===== src/rtl/hl_eth_pkg.sv =====
// ---------------------------------------------------------------------------
// hl_eth_pkg
// Shared definitions for the Hermes Lite Ethernet MII path (receive
// deframer and transmit framer).
//
// Contents:
//   CRC32_POLY     reflected CRC-32 polynomial, processed LSB first
//   CRC32_INIT     CRC register value at the start of each frame
//   CRC32_RESIDUE  register value left after running the CRC over a frame
//                  whose FCS is correct (FCS bytes included)
//   PREAMBLE_NIB   preamble nibble as seen on the 4-bit MII bus
//   SFD_NIB        start-of-frame-delimiter nibble
//   LEN_CNT_W      width of the saturating byte-length counter
//   rxState_e      receive deframer state encoding
// ---------------------------------------------------------------------------
package hl_eth_pkg;

   localparam logic [31:0] CRC32_POLY    = 32'hEDB8_8320;
   localparam logic [31:0] CRC32_INIT    = 32'hFFFF_FFFF;
   localparam logic [31:0] CRC32_RESIDUE = 32'hDEBB_20E3;

   localparam logic [3:0]  PREAMBLE_NIB  = 4'h5;
   localparam logic [3:0]  SFD_NIB       = 4'hD;

   localparam int          LEN_CNT_W     = 12;

   typedef enum logic [2:0] {
      ST_IDLE,
      ST_PREAMBLE,
      ST_DATA,
      ST_END,
      ST_DROP
   } rxState_e;

endpackage


===== src/rtl/crc32_byte.sv =====
// ---------------------------------------------------------------------------
// crc32_byte
// Purely combinational single-byte step of the reflected Ethernet CRC-32.
// Shared by the receive deframer and the transmit framer.
//
// Ports:
//   crc_i   [31:0] in   current CRC register
//   data_i  [7:0]  in   byte to fold in (bit 0 is processed first)
//   crc_o   [31:0] out  CRC register after the byte
// ---------------------------------------------------------------------------
module crc32_byte
   import hl_eth_pkg::*;
(
   input  logic [31:0] crc_i,
   input  logic [7:0]  data_i,
   output logic [31:0] crc_o
);

   logic [31:0] crcWork;

   // The byte is XORed into the low end of the register, then eight
   // shift-right steps fold in the reflected polynomial whenever the bit
   // being shifted out is a one. Unrolled by synthesis into an XOR network.
   always_comb begin
      crcWork = crc_i ^ {24'd0, data_i};
      for (int i = 0; i < 8; i++) begin
         if (crcWork[0]) begin
            crcWork = (crcWork >> 1) ^ CRC32_POLY;
         end else begin
            crcWork = crcWork >> 1;
         end
      end
      crc_o = crcWork;
   end

endmodule


===== src/rtl/mii_rx_deframer.sv =====
// ---------------------------------------------------------------------------
// mii_rx_deframer
// Receive-side MII deframer. Finds preamble/SFD in the PHY nibble stream,
// assembles bytes (low nibble first), hides the 4-byte FCS behind a
// 4-entry delay line, checks CRC-32, length and nibble alignment, and
// delivers DA..last-data-byte to the packet parser, followed by one
// end-of-frame strobe carrying the good/bad verdict.
//
// Parameters:
//   MIN_LEN  minimum frame length in bytes, DA through FCS
//   MAX_LEN  maximum frame length in bytes, DA through FCS
//
// Ports:
//   clk        in        PHY_RX_CLOCK, rising edge
//   rst        in        asynchronous active-high reset
//   rx_nib     in  [3:0] MII receive nibble (PHY_RX)
//   rx_dv      in        MII receive data valid (RX_DV)
//   rx_data    out [7:0] payload byte, qualified by rx_valid
//   rx_valid   out       one-cycle strobe per payload byte
//   rx_sop     out       with rx_valid on the first payload byte
//   rx_eop     out       one-cycle end-of-frame strobe, no data
//   rx_good    out       verdict with rx_eop: no error of any kind
//   crc_err    out       with rx_eop: CRC residue wrong
//   len_err    out       with rx_eop: length out of MIN_LEN..MAX_LEN
//   align_err  out       with rx_eop: frame ended on an odd nibble
//   frame_cnt  out [15:0] wrapping count of good frames
// ---------------------------------------------------------------------------
module mii_rx_deframer
   import hl_eth_pkg::*;
#(
   parameter int MIN_LEN = 64,
   parameter int MAX_LEN = 1518
) (
   input  logic        clk,
   input  logic        rst,
   input  logic [3:0]  rx_nib,
   input  logic        rx_dv,
   output logic [7:0]  rx_data,
   output logic        rx_valid,
   output logic        rx_sop,
   output logic        rx_eop,
   output logic        rx_good,
   output logic        crc_err,
   output logic        len_err,
   output logic        align_err,
   output logic [15:0] frame_cnt
);

   localparam logic [LEN_CNT_W-1:0] MIN_LEN_C = LEN_CNT_W'(MIN_LEN);
   localparam logic [LEN_CNT_W-1:0] MAX_LEN_C = LEN_CNT_W'(MAX_LEN);

   rxState_e               state_q, state_d;

   logic                   armed_q, armed_d;
   logic                   phase_q, phase_d;
   logic [3:0]             lowNib_q, lowNib_d;
   logic [31:0]            crc_q, crc_d;
   logic [LEN_CNT_W-1:0]   lenCnt_q, lenCnt_d;
   logic [3:0][7:0]        delay_q, delay_d;
   logic [2:0]             fill_q, fill_d;
   logic                   sopPending_q, sopPending_d;

   logic [7:0]             rxData_q, rxData_d;
   logic                   rxValid_q, rxValid_d;
   logic                   rxSop_q, rxSop_d;
   logic                   rxEop_q, rxEop_d;
   logic                   rxGood_q, rxGood_d;
   logic                   crcErr_q, crcErr_d;
   logic                   lenErr_q, lenErr_d;
   logic                   alignErr_q, alignErr_d;
   logic [15:0]            frameCnt_q, frameCnt_d;

   logic                   sfdSeen;
   logic                   nibTake;
   logic                   frameEnd;
   logic                   byteDone;
   logic [7:0]             rxByte;
   logic [31:0]            crcNext;
   logic                   crcBad;
   logic                   lenBad;
   logic                   alignBad;
   logic                   frameGood;

   // The byte completes on the high nibble, which is the nibble on the bus
   // in the same cycle as the completion.
   assign rxByte   = {rx_nib, lowNib_q};
   assign byteDone = nibTake & phase_q;

   crc32_byte u_crc32_byte (
      .crc_i  (crc_q),
      .data_i (rxByte),
      .crc_o  (crcNext)
   );

   // Verdict terms, evaluated on the cycle that sees rx_dv fall in DATA.
   // A dangling low nibble (phase_q set) was never folded into the CRC or
   // the length, so those two checks see only whole bytes.
   assign crcBad    = (crc_q != CRC32_RESIDUE);
   assign lenBad    = (lenCnt_q < MIN_LEN_C) || (lenCnt_q > MAX_LEN_C);
   assign alignBad  = phase_q;
   assign frameGood = ~(crcBad | lenBad | alignBad);

   // Next-state logic for the framing FSM. Besides the next state it
   // produces three single-cycle control strobes for the datapath: SFD
   // detected, payload nibble accepted, and frame ended. IDLE refuses to
   // start a frame until rx_dv has been seen low since reset, so a reset
   // landing mid-frame cannot lock onto a 0x5 payload nibble.
   always_comb begin
      state_d  = state_q;
      sfdSeen  = 1'b0;
      nibTake  = 1'b0;
      frameEnd = 1'b0;
      case (state_q)
         ST_IDLE: begin
            if (rx_dv) begin
               if (armed_q && (rx_nib == PREAMBLE_NIB)) begin
                  state_d = ST_PREAMBLE;
               end else begin
                  state_d = ST_DROP;
               end
            end
         end
         ST_PREAMBLE: begin
            if (!rx_dv) begin
               state_d = ST_IDLE;
            end else if (rx_nib == SFD_NIB) begin
               state_d = ST_DATA;
               sfdSeen = 1'b1;
            end else if (rx_nib != PREAMBLE_NIB) begin
               state_d = ST_DROP;
            end
         end
         ST_DATA: begin
            if (!rx_dv) begin
               state_d  = ST_END;
               frameEnd = 1'b1;
            end else begin
               nibTake = 1'b1;
            end
         end
         ST_END: begin
            state_d = ST_IDLE;
         end
         ST_DROP: begin
            if (!rx_dv) begin
               state_d = ST_IDLE;
            end
         end
         default: begin
            state_d = ST_IDLE;
         end
      endcase
   end

   // Datapath next-state. Strobe outputs default low every cycle so each
   // one is a single-cycle pulse. The delay line holds the newest byte in
   // entry 0 and the oldest in entry 3; once four bytes are buffered every
   // new byte pushes the oldest one out to rx_data, which keeps the last
   // four bytes of the frame (the FCS) from ever being emitted.
   always_comb begin
      armed_d      = armed_q | ~rx_dv;
      phase_d      = phase_q;
      lowNib_d     = lowNib_q;
      crc_d        = crc_q;
      lenCnt_d     = lenCnt_q;
      delay_d      = delay_q;
      fill_d       = fill_q;
      sopPending_d = sopPending_q;
      rxData_d     = rxData_q;
      rxValid_d    = 1'b0;
      rxSop_d      = 1'b0;
      rxEop_d      = 1'b0;
      rxGood_d     = 1'b0;
      crcErr_d     = 1'b0;
      lenErr_d     = 1'b0;
      alignErr_d   = 1'b0;
      frameCnt_d   = frameCnt_q;

      if (sfdSeen) begin
         phase_d      = 1'b0;
         crc_d        = CRC32_INIT;
         lenCnt_d     = '0;
         delay_d      = '0;
         fill_d       = 3'd0;
         sopPending_d = 1'b1;
      end

      if (nibTake && !phase_q) begin
         lowNib_d = rx_nib;
         phase_d  = 1'b1;
      end

      if (byteDone) begin
         phase_d = 1'b0;
         crc_d   = crcNext;
         if (lenCnt_q != '1) begin
            lenCnt_d = lenCnt_q + 1'b1;
         end
         if (fill_q == 3'd4) begin
            rxValid_d    = 1'b1;
            rxData_d     = delay_q[3];
            rxSop_d      = sopPending_q;
            sopPending_d = 1'b0;
         end else begin
            fill_d = fill_q + 3'd1;
         end
         delay_d = {delay_q[2:0], rxByte};
      end

      if (frameEnd) begin
         rxEop_d    = 1'b1;
         rxGood_d   = frameGood;
         crcErr_d   = crcBad;
         lenErr_d   = lenBad;
         alignErr_d = alignBad;
         phase_d    = 1'b0;
         if (frameGood) begin
            frameCnt_d = frameCnt_q + 16'd1;
         end
      end
   end

   // State and datapath registers. Reset clears everything, including the
   // armed flag, so any frame in flight when reset hits is dropped.
   always_ff @(posedge clk or posedge rst) begin
      if (rst) begin
         state_q      <= ST_IDLE;
         armed_q      <= 1'b0;
         phase_q      <= 1'b0;
         lowNib_q     <= 4'd0;
         crc_q        <= CRC32_INIT;
         lenCnt_q     <= '0;
         delay_q      <= '0;
         fill_q       <= 3'd0;
         sopPending_q <= 1'b0;
         rxData_q     <= 8'd0;
         rxValid_q    <= 1'b0;
         rxSop_q      <= 1'b0;
         rxEop_q      <= 1'b0;
         rxGood_q     <= 1'b0;
         crcErr_q     <= 1'b0;
         lenErr_q     <= 1'b0;
         alignErr_q   <= 1'b0;
         frameCnt_q   <= 16'd0;
      end else begin
         state_q      <= state_d;
         armed_q      <= armed_d;
         phase_q      <= phase_d;
         lowNib_q     <= lowNib_d;
         crc_q        <= crc_d;
         lenCnt_q     <= lenCnt_d;
         delay_q      <= delay_d;
         fill_q       <= fill_d;
         sopPending_q <= sopPending_d;
         rxData_q     <= rxData_d;
         rxValid_q    <= rxValid_d;
         rxSop_q      <= rxSop_d;
         rxEop_q      <= rxEop_d;
         rxGood_q     <= rxGood_d;
         crcErr_q     <= crcErr_d;
         lenErr_q     <= lenErr_d;
         alignErr_q   <= alignErr_d;
         frameCnt_q   <= frameCnt_d;
      end
   end

   assign rx_data   = rxData_q;
   assign rx_valid  = rxValid_q;
   assign rx_sop    = rxSop_q;
   assign rx_eop    = rxEop_q;
   assign rx_good   = rxGood_q;
   assign crc_err   = crcErr_q;
   assign len_err   = lenErr_q;
   assign align_err = alignErr_q;
   assign frame_cnt = frameCnt_q;

endmodule


===== config.mk =====
export PLATFORM = sky130hd
export DESIGN_NAME = mii_rx_deframer
export DESIGN_NICKNAME = d
export VERILOG_FILES = /design/src/rtl/hl_eth_pkg.sv /design/src/rtl/crc32_byte.sv /design/src/rtl/mii_rx_deframer.sv
export SDC_FILE = /design/constraint.sdc
export NUM_CORES = 1
export LEC_CHECK = 0
export CELL_PAD_IN_SITES_DETAIL_PLACEMENT = 2
export CELL_PAD_IN_SITES_GLOBAL_PLACEMENT = 2
export CORE_MARGIN = 8
export CORE_UTILIZATION = 43
export CTS_BUF_LIST = sky130_fd_sc_hd__clkbuf_8
export DETAILED_ROUTE_END_ITERATION = 8
export HOLD_SLACK_MARGIN = 0.05
export PLACE_DENSITY_LB_ADDON = 0.1
export REMOVE_ABC_BUFFERS = 1
export SLEW_MARGIN = 20
export SYNTH_ARGS = -nofsm -noshare
export SYNTH_HDL_FRONTEND = slang
export SYNTH_HIERARCHICAL = 1
export SYNTH_SLANG_ARGS = --single-unit

===== constraint.sdc =====
create_clock -name clk -period 5.4 [get_ports clk]
set_input_delay 1.08 -clock clk [delete_from_list [all_inputs] [get_ports clk]]
set_output_delay 1.08 -clock clk [all_outputs]
set_load 0.02 [all_outputs]

==> run metrics <==
outcome complete, no violations; Synth Instances around 460; Synth Warn # 6; clk buf depth 2; Yosys cell types 57; setup bufs post-CTS 0; Die Area between 15000 and 20000 um2; Most used DFF post-synth dfrtp_1; antenna violations before repair 0; final antenna diode count 0; Ports 38; CP Class input pin to flip-flop; CTS tree done; CP startpoint kind input pin; # setup viols final 0; Max Cap Violations 0; row count 43; worst path arrival time ~3600 ps; hold crit path type flip-flop to flip-flop; Worst Skew 11.8 ps; Post-DP Area between 6000 and 7000 um2; asr flop ratio synth 1.00; Max VDD drop between 0.0001 and 0.00015 V; detailed placement HPWL roughly 10000 um; min Tclk post-route ~3300 ps; DRT iter0 DRCs around 160; Via Count between 3000 and 4000; Mean Syn Cell Area approximately 13 um2; Fmax about 300 MHz; final hold vios 0; Post-synth EDFFs 0; P_leak ~3.0 nW; CTS Buf Count 17; antenna viol nets, final 0; largest net degree at the start of global routing 70; DRC 0; first-pass GRT wire length between 20000 and 25000 um; Port Buffers 37; clock latency on the worst-skew pair roughly 450 ps; fin. max-slew vios 0; total grt overflow 0; hold_buf cts 0; Synth Register Bits 120; Most Crowded Layer GR met2; power per cell area 318 nW/um2; met1 Use GR 0.214; met3 Track Usage GR 0.0358; design area 6880 um2; root buffer cell clkbuf_8; Setup crit end kind flip-flop; final worst path period share 0.610; M2 GR Usage 0.300; sequential area share after synthesis 0.515; mapped cell area roughly 5900 um2; GRT Overall Usage 0.176; htree depth 4; CP required between 5000 and 6000 ps; DR WL/cell between 20 and 25 um; setup tns final 0 ps; initial core utilization 0.432; share of layout cells above drive strength 1 0.206; RSZ-0062 raised after global routing false; filler instances 1344; DR vias/cell between 5 and 6; Die Ht about 130 um; clk slew on worst S/H paths ~80 ps; Chip Width roughly 130 um; Max-slew headroom 0.302; Core ar. 13700 um2; CTS resizes 0; Worst-Margin Slew 1040 ps; commonest non-fill, non-tap cell in the layout dfrtp_1; most frequent cells in the layout 88 x dfrtp_1, 41 x xnor2_1, 37 x clkdlybuf4s50_1; global placement routability congestion approximately 0.8; vias in the first global route around 4300; final WL approximately 15000 um; P&R area growth vs syn 16.6%; crit path max fanout 32; CTS sink count 120; TritonRoute pass-1 iters 4; final net count a little over 500
-- sequential cells by signal, summed over array words and instances (netlist names) --
name and cells:
crc_err 1, state_q 3, lowNib_q 4, delay_q 32, fill_q 3, rx_data 8, rx_eop 1, lenCnt_q 12
frame_cnt 16, sopPending_q 1, armed_q 1, align_err 1, rx_good 1, crc_q 32, rx_sop 1, rx_valid 1
alignBad 1, len_err 1
-- critical path, cell delays in order --
cell,delay (ps)
clkdlybuf4s50_1,700
and3b_1,280
nand3b_1,140
nor3_1,870
nor2_2,40
buf_4,270
a22o_1,230
-- metrics by stage --
step / utilization / total power [W] / setup slack (ps) / cells / hold WS [ps]
after floorplan: - / 0.00128 / 1190 / 434 / 450
after global placement: 0.473 / 0.00136 / 1660 / 657 / 467
after detailed placement: 0.473 / 0.00137 / 1480 / 657 / 481
after CTS: 0.503 / 0.00222 / 1950 / 689 / 494
after global routing: 0.503 / 0.00228 / 2000 / 690 / 504
final: 0.503 / 0.00218 / 2110 / 690 / 492
-- power by group --
part	switching, W	total [W]	internal [W]
Clock	0.000389	0.000827	0.000438
Sequential	0.0000314	0.000965	0.000934
Combinational	0.000178	0.000393	0.000214
-- cells by family (layout without fill, tap and decap cells) --
| group | count (synthesis) | after routing | share of synthesized area |
|---|---|---|---|
| AOI/OAI and AO/OA | 93 | 93 | 0.130 |
| xor gates and xnor gates | 81 | 81 | 0.188 |
| adders and majority gates | 4 | 4 | 0.00848 |
| buffers and inverters | 29 | 84 | 0.0191 |
| DFF | 120 | 120 | 0.515 |
| muxes | 16 | 16 | 0.0305 |
| and+or+nand+nor | 112 | 112 | 0.109 |
-- final cells by class --
class                           instances  area [um2]  area share
Clock buffer                           19         262      0.0380
Clock inverter                         13         145      0.0211
Inverter                                8        32.5     0.00473
Multi-Input combinational cell        306        2750       0.400
Sequential cell                       120        3040       0.442
Tap cell                              180         225      0.0327
Timing Repair Buffer                   44         423      0.0615
-- synth_stat cells, drive strengths merged (4+ instances only) --
| cell | count | area (um2) |
|---|---|---|
| dfstp | 32 | 841 |
| xnor2 | 53 | 599 |
| nor2 | 19 | 71.3 |
| ha | 4 | 50.1 |
| o21ai | 8 | 40.0 |
| xor3 | 6 | 143 |
| xnor3 | 12 | 272 |
| and3 | 9 | 56.3 |
| nand3 | 19 | 95.1 |
| nand2 | 18 | 75.1 |
| dfrtp | 88 | 2200 |
| a22o | 32 | 280 |
| o22a | 32 | 280 |
| o211ai | 6 | 45.0 |
| clkbuf | 18 | 68.8 |
| nor3 | 9 | 45.0 |
| inv | 8 | 30.0 |
| mux2 | 13 | 150 |
| and2 | 6 | 37.5 |
| nand4 | 9 | 56.3 |
| xor2 | 10 | 95.1 |
-- path summary, 6_finish.rpt --
path | end | from | slack (ps) | cells past startpoint
max reg2reg | delay_q[12] | state_q[2] | 2790 | 6
max in group asynchronous | crc_q[14] | rst | 3280 | 3
min reg2reg | frame_cnt[15] | frame_cnt[15] | 490 | 1
min | frame_cnt[15] | frame_cnt[15] | 490 | 1
max | delay_q[12] | rx_nib[2] | 2110 | 7
min in group asynchronous | frame_cnt[4] | rst | 1170 | 2
-- per-layer routing --
metal  up-vias  share of wire
met3        19          0.027
met4         0          0.017
met2        47           0.52
li1       1756              -
met1      2070           0.43
met5         -              0
Note: power is estimated with default switching activity, not from simulation.
